$ cat config.mk
export PLATFORM = sky130hd
export DESIGN_NAME = led_seq_player
export DESIGN_NICKNAME = d
export VERILOG_FILES = /design/src/rtl/led_seq_player.sv
export SDC_FILE = /design/constraint.sdc
export NUM_CORES = 1
export LEC_CHECK = 0
export CORE_MARGIN = 10
export CORE_UTILIZATION = 45
export DETAILED_ROUTE_END_ITERATION = 7
export DONT_BUFFER_PORTS = 1
export PLACE_DENSITY = 0.62
export SLEW_MARGIN = 20
export SYNTH_ARGS = -nofsm -noshare
export SYNTH_HDL_FRONTEND = slang
export SYNTH_SLANG_ARGS = --single-unit
$ cat constraint.sdc
create_clock -name sys_clk -period 7.43 [get_ports sys_clk]
set_input_delay 2.229 -clock sys_clk [delete_from_list [all_inputs] [get_ports sys_clk]]
set_output_delay 2.229 -clock sys_clk [all_outputs]
set_load 0.03 [all_outputs]
$ cat src/rtl/led_seq_player.sv
// ---------------------------------------------------------------------------
// led_seq_player
//
// Multi-channel LED pattern sequencer. Plays up to STEPS steps of a CH-bit
// pattern, holding each step on the LED pins for a programmable number of
// clock cycles. Supports looping and one-shot playback, start/stop control,
// a valid/ready configuration port, and double-buffered reload of the
// configuration at pattern wrap.
//
// Ports
//   sys_clk      in   1         system clock, rising edge
//   rst          in   1         asynchronous active-high reset
//   cfg_valid    in   1         configuration word valid
//   cfg_ready    out  1         configuration accepted when cfg_valid & cfg_ready
//   cfg_pattern  in   CH*STEPS  step k drives bits [k*CH +: CH]
//   cfg_last     in   SW        index of last played step (clamped to STEPS-1)
//   cfg_time     in   TW        cycles per step (0 behaves as 1)
//   cfg_oneshot  in   1         1 = play once then stop, 0 = loop
//   start        in   1         level, starts playback while idle
//   stop         in   1         aborts playback
//   led          out  CH        current step pattern (registered)
//   busy         out  1         high while playing
//   done         out  1         single-cycle pulse when a one-shot completes
//   step_idx     out  SW        index of the step currently on led
// ---------------------------------------------------------------------------
module led_seq_player #(
    parameter int  CH    = 4,
    parameter int  STEPS = 8,
    parameter int  TW    = 32,
    localparam int SW    = (STEPS > 1) ? $clog2(STEPS) : 1,
    localparam int PW    = CH * STEPS
) (
    input  logic          sys_clk,
    input  logic          rst,
    input  logic          cfg_valid,
    output logic          cfg_ready,
    input  logic [PW-1:0] cfg_pattern,
    input  logic [SW-1:0] cfg_last,
    input  logic [TW-1:0] cfg_time,
    input  logic          cfg_oneshot,
    input  logic          start,
    input  logic          stop,
    output logic [CH-1:0] led,
    output logic          busy,
    output logic          done,
    output logic [SW-1:0] step_idx
);

    localparam logic [0:0] ST_IDLE = 1'b0;
    localparam logic [0:0] ST_RUN  = 1'b1;

    // Select the CH-bit slice of a pattern belonging to step idx.
    function automatic logic [CH-1:0] pat_step(input logic [PW-1:0] pat,
                                               input logic [SW-1:0] idx);
        logic [CH-1:0] res;
        res = {CH{1'b0}};
        for (int k = 0; k < STEPS; k++) begin
            res = (idx == SW'(k)) ? pat[k*CH +: CH] : res;
        end
        return res;
    endfunction

    // Clamp a requested last-step index into the implemented step range.
    // The comparison is done at 32 bits so it stays meaningful when STEPS
    // is a power of two and the clamp can never trigger.
    function automatic logic [SW-1:0] clamp_last(input logic [SW-1:0] v);
        logic [31:0] v_w;
        v_w = 32'(v);
        return (v_w > 32'(STEPS - 1)) ? SW'(STEPS - 1) : v;
    endfunction

    logic [0:0]    state_q,        state_d;
    logic [SW-1:0] step_q,         step_d;
    logic [TW-1:0] tcnt_q,         tcnt_d;
    logic [CH-1:0] led_q,          led_d;
    logic          busy_q,         busy_d;
    logic          done_q,         done_d;
    logic          pending_q,      pending_d;

    logic [PW-1:0] act_pattern_q,  act_pattern_d;
    logic [SW-1:0] act_last_q,     act_last_d;
    logic [TW-1:0] act_time_q,     act_time_d;
    logic          act_oneshot_q,  act_oneshot_d;

    logic [PW-1:0] shd_pattern_q,  shd_pattern_d;
    logic [SW-1:0] shd_last_q,     shd_last_d;
    logic [TW-1:0] shd_time_q,     shd_time_d;
    logic          shd_oneshot_q,  shd_oneshot_d;

    logic          cfg_accept_s;
    logic [SW-1:0] cfg_last_clamped_s;
    logic [TW-1:0] t_last_s;
    logic          step_end_s;
    logic          leave_s;

    // Handshake and per-step timing helpers.
    always_comb begin
        cfg_ready          = ~pending_q;
        cfg_accept_s       = cfg_valid & ~pending_q;
        cfg_last_clamped_s = clamp_last(cfg_last);
        // A programmed time of 0 holds each step for one cycle, like 1.
        t_last_s           = (act_time_q == TW'(0)) ? TW'(0) : (act_time_q - TW'(1));
        step_end_s         = (tcnt_q == t_last_s);
    end

    // Next-state logic for the player FSM, the active config and the shadow config.
    always_comb begin
        state_d       = state_q;
        step_d        = step_q;
        tcnt_d        = tcnt_q;
        led_d         = led_q;
        busy_d        = busy_q;
        done_d        = 1'b0;
        pending_d     = pending_q;
        act_pattern_d = act_pattern_q;
        act_last_d    = act_last_q;
        act_time_d    = act_time_q;
        act_oneshot_d = act_oneshot_q;
        shd_pattern_d = shd_pattern_q;
        shd_last_d    = shd_last_q;
        shd_time_d    = shd_time_q;
        shd_oneshot_d = shd_oneshot_q;
        leave_s       = 1'b0;

        case (state_q)
            ST_IDLE: begin
                if (cfg_accept_s) begin
                    act_pattern_d = cfg_pattern;
                    act_last_d    = cfg_last_clamped_s;
                    act_time_d    = cfg_time;
                    act_oneshot_d = cfg_oneshot;
                end else begin
                    act_pattern_d = act_pattern_q;
                end
                if (start && !stop) begin
                    // A config accepted in this same cycle is the one played.
                    state_d = ST_RUN;
                    busy_d  = 1'b1;
                    step_d  = {SW{1'b0}};
                    tcnt_d  = {TW{1'b0}};
                    led_d   = pat_step(cfg_accept_s ? cfg_pattern : act_pattern_q, {SW{1'b0}});
                end else begin
                    state_d = ST_IDLE;
                    busy_d  = 1'b0;
                    step_d  = {SW{1'b0}};
                    tcnt_d  = {TW{1'b0}};
                    led_d   = {CH{1'b0}};
                end
            end

            ST_RUN: begin
                if (stop) begin
                    leave_s = 1'b1;
                end else if (step_end_s) begin
                    tcnt_d = {TW{1'b0}};
                    if (step_q == act_last_q) begin
                        if (act_oneshot_q) begin
                            leave_s = 1'b1;
                            done_d  = 1'b1;
                        end else if (pending_q) begin
                            // Wrap onto the reloaded config; led shows its step 0 at once.
                            step_d        = {SW{1'b0}};
                            act_pattern_d = shd_pattern_q;
                            act_last_d    = shd_last_q;
                            act_time_d    = shd_time_q;
                            act_oneshot_d = shd_oneshot_q;
                            pending_d     = 1'b0;
                            led_d         = pat_step(shd_pattern_q, {SW{1'b0}});
                        end else begin
                            step_d = {SW{1'b0}};
                            led_d  = pat_step(act_pattern_q, {SW{1'b0}});
                        end
                    end else begin
                        step_d = step_q + SW'(1);
                        led_d  = pat_step(act_pattern_q, step_q + SW'(1));
                    end
                end else begin
                    tcnt_d = tcnt_q + TW'(1);
                end

                if (leave_s) begin
                    state_d = ST_IDLE;
                    busy_d  = 1'b0;
                    step_d  = {SW{1'b0}};
                    tcnt_d  = {TW{1'b0}};
                    led_d   = {CH{1'b0}};
                    // Leaving RUN: the newest config becomes active so that idle
                    // never holds a stale shadow with cfg_ready low. A word accepted
                    // on this very edge is newer than any pending one.
                    if (cfg_accept_s) begin
                        act_pattern_d = cfg_pattern;
                        act_last_d    = cfg_last_clamped_s;
                        act_time_d    = cfg_time;
                        act_oneshot_d = cfg_oneshot;
                    end else if (pending_q) begin
                        act_pattern_d = shd_pattern_q;
                        act_last_d    = shd_last_q;
                        act_time_d    = shd_time_q;
                        act_oneshot_d = shd_oneshot_q;
                    end else begin
                        act_pattern_d = act_pattern_q;
                    end
                    pending_d = 1'b0;
                end else if (cfg_accept_s) begin
                    // Only possible while not pending, so it never collides with
                    // a reload on this edge; it takes effect at the next wrap.
                    shd_pattern_d = cfg_pattern;
                    shd_last_d    = cfg_last_clamped_s;
                    shd_time_d    = cfg_time;
                    shd_oneshot_d = cfg_oneshot;
                    pending_d     = 1'b1;
                end else begin
                    shd_pattern_d = shd_pattern_q;
                end
            end

            default: begin
                state_d   = ST_IDLE;
                busy_d    = 1'b0;
                step_d    = {SW{1'b0}};
                tcnt_d    = {TW{1'b0}};
                led_d     = {CH{1'b0}};
                pending_d = 1'b0;
            end
        endcase
    end

    // Registers with asynchronous reset to idle and the default active config.
    always_ff @(posedge sys_clk or posedge rst) begin
        if (rst) begin
            state_q       <= ST_IDLE;
            step_q        <= {SW{1'b0}};
            tcnt_q        <= {TW{1'b0}};
            led_q         <= {CH{1'b0}};
            busy_q        <= 1'b0;
            done_q        <= 1'b0;
            pending_q     <= 1'b0;
            act_pattern_q <= {PW{1'b0}};
            act_last_q    <= SW'(STEPS - 1);
            act_time_q    <= TW'(1);
            act_oneshot_q <= 1'b0;
            shd_pattern_q <= {PW{1'b0}};
            shd_last_q    <= SW'(STEPS - 1);
            shd_time_q    <= TW'(1);
            shd_oneshot_q <= 1'b0;
        end else begin
            state_q       <= state_d;
            step_q        <= step_d;
            tcnt_q        <= tcnt_d;
            led_q         <= led_d;
            busy_q        <= busy_d;
            done_q        <= done_d;
            pending_q     <= pending_d;
            act_pattern_q <= act_pattern_d;
            act_last_q    <= act_last_d;
            act_time_q    <= act_time_d;
            act_oneshot_q <= act_oneshot_d;
            shd_pattern_q <= shd_pattern_d;
            shd_last_q    <= shd_last_d;
            shd_time_q    <= shd_time_d;
            shd_oneshot_q <= shd_oneshot_d;
        end
    end

    assign led      = led_q;
    assign busy     = busy_q;
    assign done     = done_q;
    assign step_idx = step_q;

endmodule

## Yosys cells after proc, flatten, opt, wreduce, memory -nomap -nowiden

Cells that the tools add are included.
Widths: inputs -> output; s select.

- Register bits: 179
- Input bits: 73
- Output and inout bits: 10
- Logic and storage cells: 136

- Add/subtract/negate cells: 3
- Equal/unequal tests: 18
- Muxes and demuxes: 84
- Bitwise logic cells: 4
- Reduce and logical (&&, ||, !) cells: 11

Operator list:

| operator | number |
|---|---|
| $mux 32 | 21 |
| $pmux 32 s2 | 3 |
| $mux 4 | 15 |
| $mux 3 | 14 |
| $add 32x1->32 const B | 1 |
| $eq 32x32->1 | 1 |
| $logic_not 32->1 | 1 |
| $sub 32x1->32 const B | 1 |
| $mux 1 | 25 |
| $eq 3x3->1 const B | 4 |
| $ne 3x1->1 const B | 4 |
| $pmux 3 s2 | 2 |
| $reduce_and 5->1 | 2 |
| $pmux 4 s2 | 1 |
| $eq 3x2->1 const B | 2 |
| $ne 3x2->1 const B | 2 |
| $pmux 1 s2 | 3 |
| $reduce_and 3->1 | 2 |
| $reduce_bool 3->1 | 2 |
| $ne 4x3->1 const B | 1 |
| $reduce_and 4->1 | 1 |
| $add 3x1->3 const B | 1 |
| $eq 3x1->1 const B | 1 |
| $eq 3x3->1 | 1 |
| 7 further kinds | 9 |

## Logic depth before layout (Yosys ltp)

- Depth in word-level cells: 15
- Gate-level depth with buffers: 15
- Depth with buffers taken out: 12

## Least setup slack after synthesis

Ideal clock, no wire load.

- Path kind: input port to flip-flop
- From: input port cfg_valid
- To: register act_pattern_q[22]
- Data arrival time: 3,988 ps
- Data required time: 7,304 ps
- Slack: 3,316 ps
- Cell stages on the path: 8
- Cells stage by stage: clkbuf_1 nor2b_1 clkbuf_1 nor2_1 or3_4 buf_6 buf_6 a221o_1

- Cells in the longest elaborated chain, start to end: 4

Ends and longest elaborated chain:

| what | line | source |
|---|---|---|
| from (decl) | 35 | `input logic cfg_valid,` |
| $and 1x1->1 (*) | 99 | `cfg_accept_s = cfg_valid & ~pending_q;` |
| $mux 32 | 190 | `if (cfg_accept_s) begin` |
| $mux 32 | 181 | `if (leave_s) begin` |
| $pmux 32 s2 | 125 | `case (state_q)` |
| to (signal assigned) | 238 | `act_pattern_q <= {PW{1'b0}};` |
| to (signal assigned) | 254 | `act_pattern_q <= act_pattern_d;` |
| to (decl) | 80 | `logic [PW-1:0] act_pattern_q, act_pattern_d;` |

Every way passes the cells marked *; elsewhere a longest branch is shown, timed or not.
A chain may end at the register's enable or synchronous reset.

## Worst setup path after layout

- From: register act_time_q[24]
- To: register act_pattern_q[17]

- Cells in the longest elaborated chain, start to end: 8

Ends and longest elaborated chain:

| what | line | source |
|---|---|---|
| from (decl) | 82 | `logic [TW-1:0] act_time_q, act_time_d;` |
| from (signal assigned) | 256 | `act_time_q <= act_time_d;` |
| $sub 32x1->32 or $logic_not 32->1 (tied branches) | 102 | `t_last_s = (act_time_q == TW'(0)) ? TW'(0) : (act_time_q - TW'(1));` |
| $mux 32 (*) | 102 |  |
| $eq 32x32->1 (*) | 103 | `step_end_s = (tcnt_q == t_last_s);` |
| $mux 1 | 154 | `end else if (step_end_s) begin` |
| $mux 1 | 152 | `if (stop) begin` |
| $mux 1 | 125 |  |
| $ne 3x1->1 (no source line), or another cell as far along | n/a |  |
| $reduce_and 5->1 (no source line) or $pmux 32 s2 (tied branches) | n/a |  |

Every way passes the cells marked *; elsewhere a longest branch is shown, timed or not. The select of a mux whose other input is x is not followed.

==> summary.md <==
| Metric | Value |
|---|---|
| CTS tree | built |
| Sw frac | 0.396 |
| Req. time, crit path | 7810 ps |
| Initial core utilization | 0.456 |
| RSZ-0062 raised after global routing | no |
| Setup slack after layout | 2160 ps |
| Core Rows | 58 |
| Syn Std Cell Area | 11400 sq um |
| Comb pwr share | 0.324 |
| Setup Viol. Count Final | 0 |
| CTS max path bufs | 2 |
| Per-cell routed wire length | between 20 and 25 um |
| PortBufs | 0 |
| Nets | 1302 |
| Post-synth ARST share | 1.00 |
| Mapped Nets | 1358 |
| Slew of the pin with the lowest slew margin | 930 ps |
| IO Pins | 83 |
| Initial DRC Count | between 1000 and 1500 |
| Global Route Usage Sum | 0.216 |
| Worst Setup End Kind | flip-flop |
| Sequential share of the synthesized area | 0.392 |
| Clock transition at path regs | around 80 ps |
| GR Util met3 | 0.0412 |
| Post-synth cell types | 82 |
| Peak supply drop | just under 0.0002 V |
| Synth area leader | dfrtp_1 |
| LEAKAGE | 4.70 nW |
| Routed WL | 36100 um |
| Flops & latches, synth | between 150 and 200 |
| Worst path arrival time | ~5700 ps |
| Post-CTS sizing | 0 |
| Startpoint Class | flip-flop |
| Area share of the largest cell type after synthesis | 0.374 |
| Fin crit share | 0.710 |
| Switching power | around 0.0016 W |
| Dpl hpwl | between 20000 and 25000 um |
| GR Util met1 | 0.299 |
| Vias in the first global route | 9748 |
| Width of the die | 179 um |
| Antenna violations before repair | 0 |
| WS Path Type | reg -> reg |
| Reg power frac | 0.427 |
| H-tree levels | 4 |
| Final setup skew | 15.2 ps |
| TritonRoute pass-1 iters | 7 |
| Core area | between 20000 and 30000 sq um |
| Area grow syn2layout | 7.27% |
| EDFF count, synth | 0 |
| Final Hold Fails | 0 |
| Status | finished clean |
| Routed via count | approximately 10000 |
| Die Y | 179 um |
| Setup bufs post-CTS | 0 |
| Synth top cells by count | nand2_1 (179), dfrtp_1 (171), o21ai_0 (106) |
| Warnings from Yosys | 0 |
| Final ANT Viol Nets | 0 |
| Max Transition Viols Final | 0 |
| TNS Setup | 0 ps |
| Skew-Pair Late Insertion Delay | about 450 ps |
| Synth Area per Inst | 8.96 sq um |
| Fmax | between 150 and 200 MHz |
| Die area | 32200 sq um |
| DRC viols | 0 |
| Post-route minimum period | 5270 ps |
| Slew margin rel. | 0.380 |
| Power Density | 320 nW/um^2 |
| RePlAce Congestion | 0.937 |
| Post-synth top flop | dfrtp_1 |
| Synth area leaders | dfrtp_1 (37%), mux2_2 (7.0%), nand2_1 (5.9%), o21ai_0 (4.6%), a221o_1 (4.3%) |
| Share of cells above drive strength 1 | 0.132 |
| Largest net degree at the start of global routing | 88 |
| Internal | roughly 0.0024 W |
| GR Util met2 | 0.335 |
| Syn Inst Count | between 1000 and 1500 |
| Diode count | 0 |
| GR peak layer | met2 |
| HP Class | reg -> reg |
| Clock share of power | 0.248 |
| Clock sinks | 179 |
| CTS Root Cell | clkbuf_16 |
| Worst Path Max Fanout | 36 |
| Layout Utilization | 0.489 |
| CTS Buf Count | 17 |
| Setup slack after placement | between 2000 and 2500 ps |
| Via-to-Cell Ratio | 6.49 |
| # hold bufs at CTS | 0 |
| Top-count cell post-synth | nand2_1 |
| Total gr overflow | 0 |
| First-pass GRT wire length | ~57000 um |
| Max-Cap Viols | 0 |
registers in the layout (all words and copies together) (netlist names):
register       count
act_pattern_q     32
act_time_q        32
shd_pattern_q     32
shd_time_q        32
tcnt_q            32
led                4
act_last_q         3
shd_last_q         3
step_idx           3
act_oneshot_q      1
busy               1
done               1
pending_q          1
shd_oneshot_q      1
state_q            1
critical path, stage by stage (launching register included):
cell,delay (ps)
dfrtp_1,530
or3_1,550
nor3_1,760
nand3_1,480
nor3_1,380
o2111a_1,340
nand4_4,560
a21boi_4,870
buf_4,420
and2_1,180
a221o_1,110
power groups by stage:
stage	Sequential, W	Clock (W)	Combinational (W)
floorplan	0.00152	0	0.00104
global placement	0.00167	0	0.00124
detailed placement	0.00168	0	0.00125
CTS	0.00167	0.000982	0.00126
global route	0.00172	0.00102	0.00139
finish	0.00168	0.000974	0.00127
cell families after synthesis:
group,Yosys count,synth area share
flip-flops,179,0.392
buffers and inverters,113,0.0407
AO/OA/AOI/OAI,382,0.227
XOR/XNOR,49,0.0375
multiplexers,84,0.0845
AND/OR/NAND/NOR,464,0.211
adder cells (fa/ha/maj),7,0.00765
metrics by stage:
step | cells | cell area [sq um] | power [W] | hold slack [ps]
6_report | 1565 | 12300 | 0.00392 | 504
5_1_grt | 1565 | 12300 | 0.00414 | 518
4_1_cts | 1565 | 12300 | 0.00390 | 506
3_5_place_dp | 1533 | 11700 | 0.00293 | 488
3_3_place_gp | 1533 | 11700 | 0.00291 | 481
2_1_floorplan | 1278 | 11400 | 0.00256 | 470
cell type report:
cell class | instances | area, sq um
clock buffer | 17 | 425
clock inverter | 15 | 199
fill | 2394 | 12800
inverter | 24 | 97.6
multi-input combinational | 986 | 6530
sequential | 179 | 4490
tap | 330 | 413
timing repair buffer | 14 | 118
path summary, 6_finish.rpt:
check	endpoint	from	cells after the start	slack, ps
setup / recovery	act_pattern_q[17]	act_time_q[24]	10	2160
hold / removal	shd_pattern_q[20]	shd_pattern_q[20]	1	500
setup reg to reg	act_pattern_q[17]	act_time_q[24]	10	2160
hold reg to reg	shd_pattern_q[20]	shd_pattern_q[20]	1	500
max in group asynchronous	state_q	rst	2	4620
min in group asynchronous	shd_time_q[25]	rst	1	1600
metal layers:
| metal | wire length (um) | vias up |
|---|---|---|
| met1 | 16200 | 5043 |
| met5 | 0 | - |
| met2 | 16600 | 424 |
| met3 | 2800 | 47 |
| li1 | - | 4646 |
| met4 | 591 | 0 |
cell usage in the layout, fill, tap and decap left out, types with 6 or more instances in the layout:
cell type | netlist | routed
o221ai_1 | 8 | 8
clkbuf_16 | 0 | 17
xnor2_1 | 26 | 26
ha_1 | 7 | 7
nand2b_1 | 7 | 7
a31oi_1 | 43 | 43
and3_1 | 13 | 13
nor2b_1 | 10 | 8
or4_1 | 7 | 7
o21ai_0 | 106 | 106
a32oi_1 | 7 | 7
o21a_1 | 9 | 9
or3_1 | 11 | 11
buf_4 | 1 | 13
dfstp_2 | 8 | 8
nand3_1 | 37 | 37
and4_1 | 7 | 7
a21boi_0 | 26 | 25
nand2_1 | 179 | 179
a22oi_1 | 12 | 12
a211o_1 | 6 | 6
inv_1 | 23 | 22
a21oi_1 | 56 | 55
mux2i_1 | 10 | 10
mux2_2 | 71 | 71
dfrtp_1 | 171 | 169
nand4_1 | 18 | 18
nor3b_1 | 9 | 9
nor2_1 | 73 | 73
nor3_1 | 19 | 18
o211ai_1 | 13 | 13
a221o_1 | 49 | 49
and2_1 | 20 | 20
xor2_1 | 23 | 23
nor4_1 | 17 | 17
No activity file was read; power rests on OpenSTA's default activity.
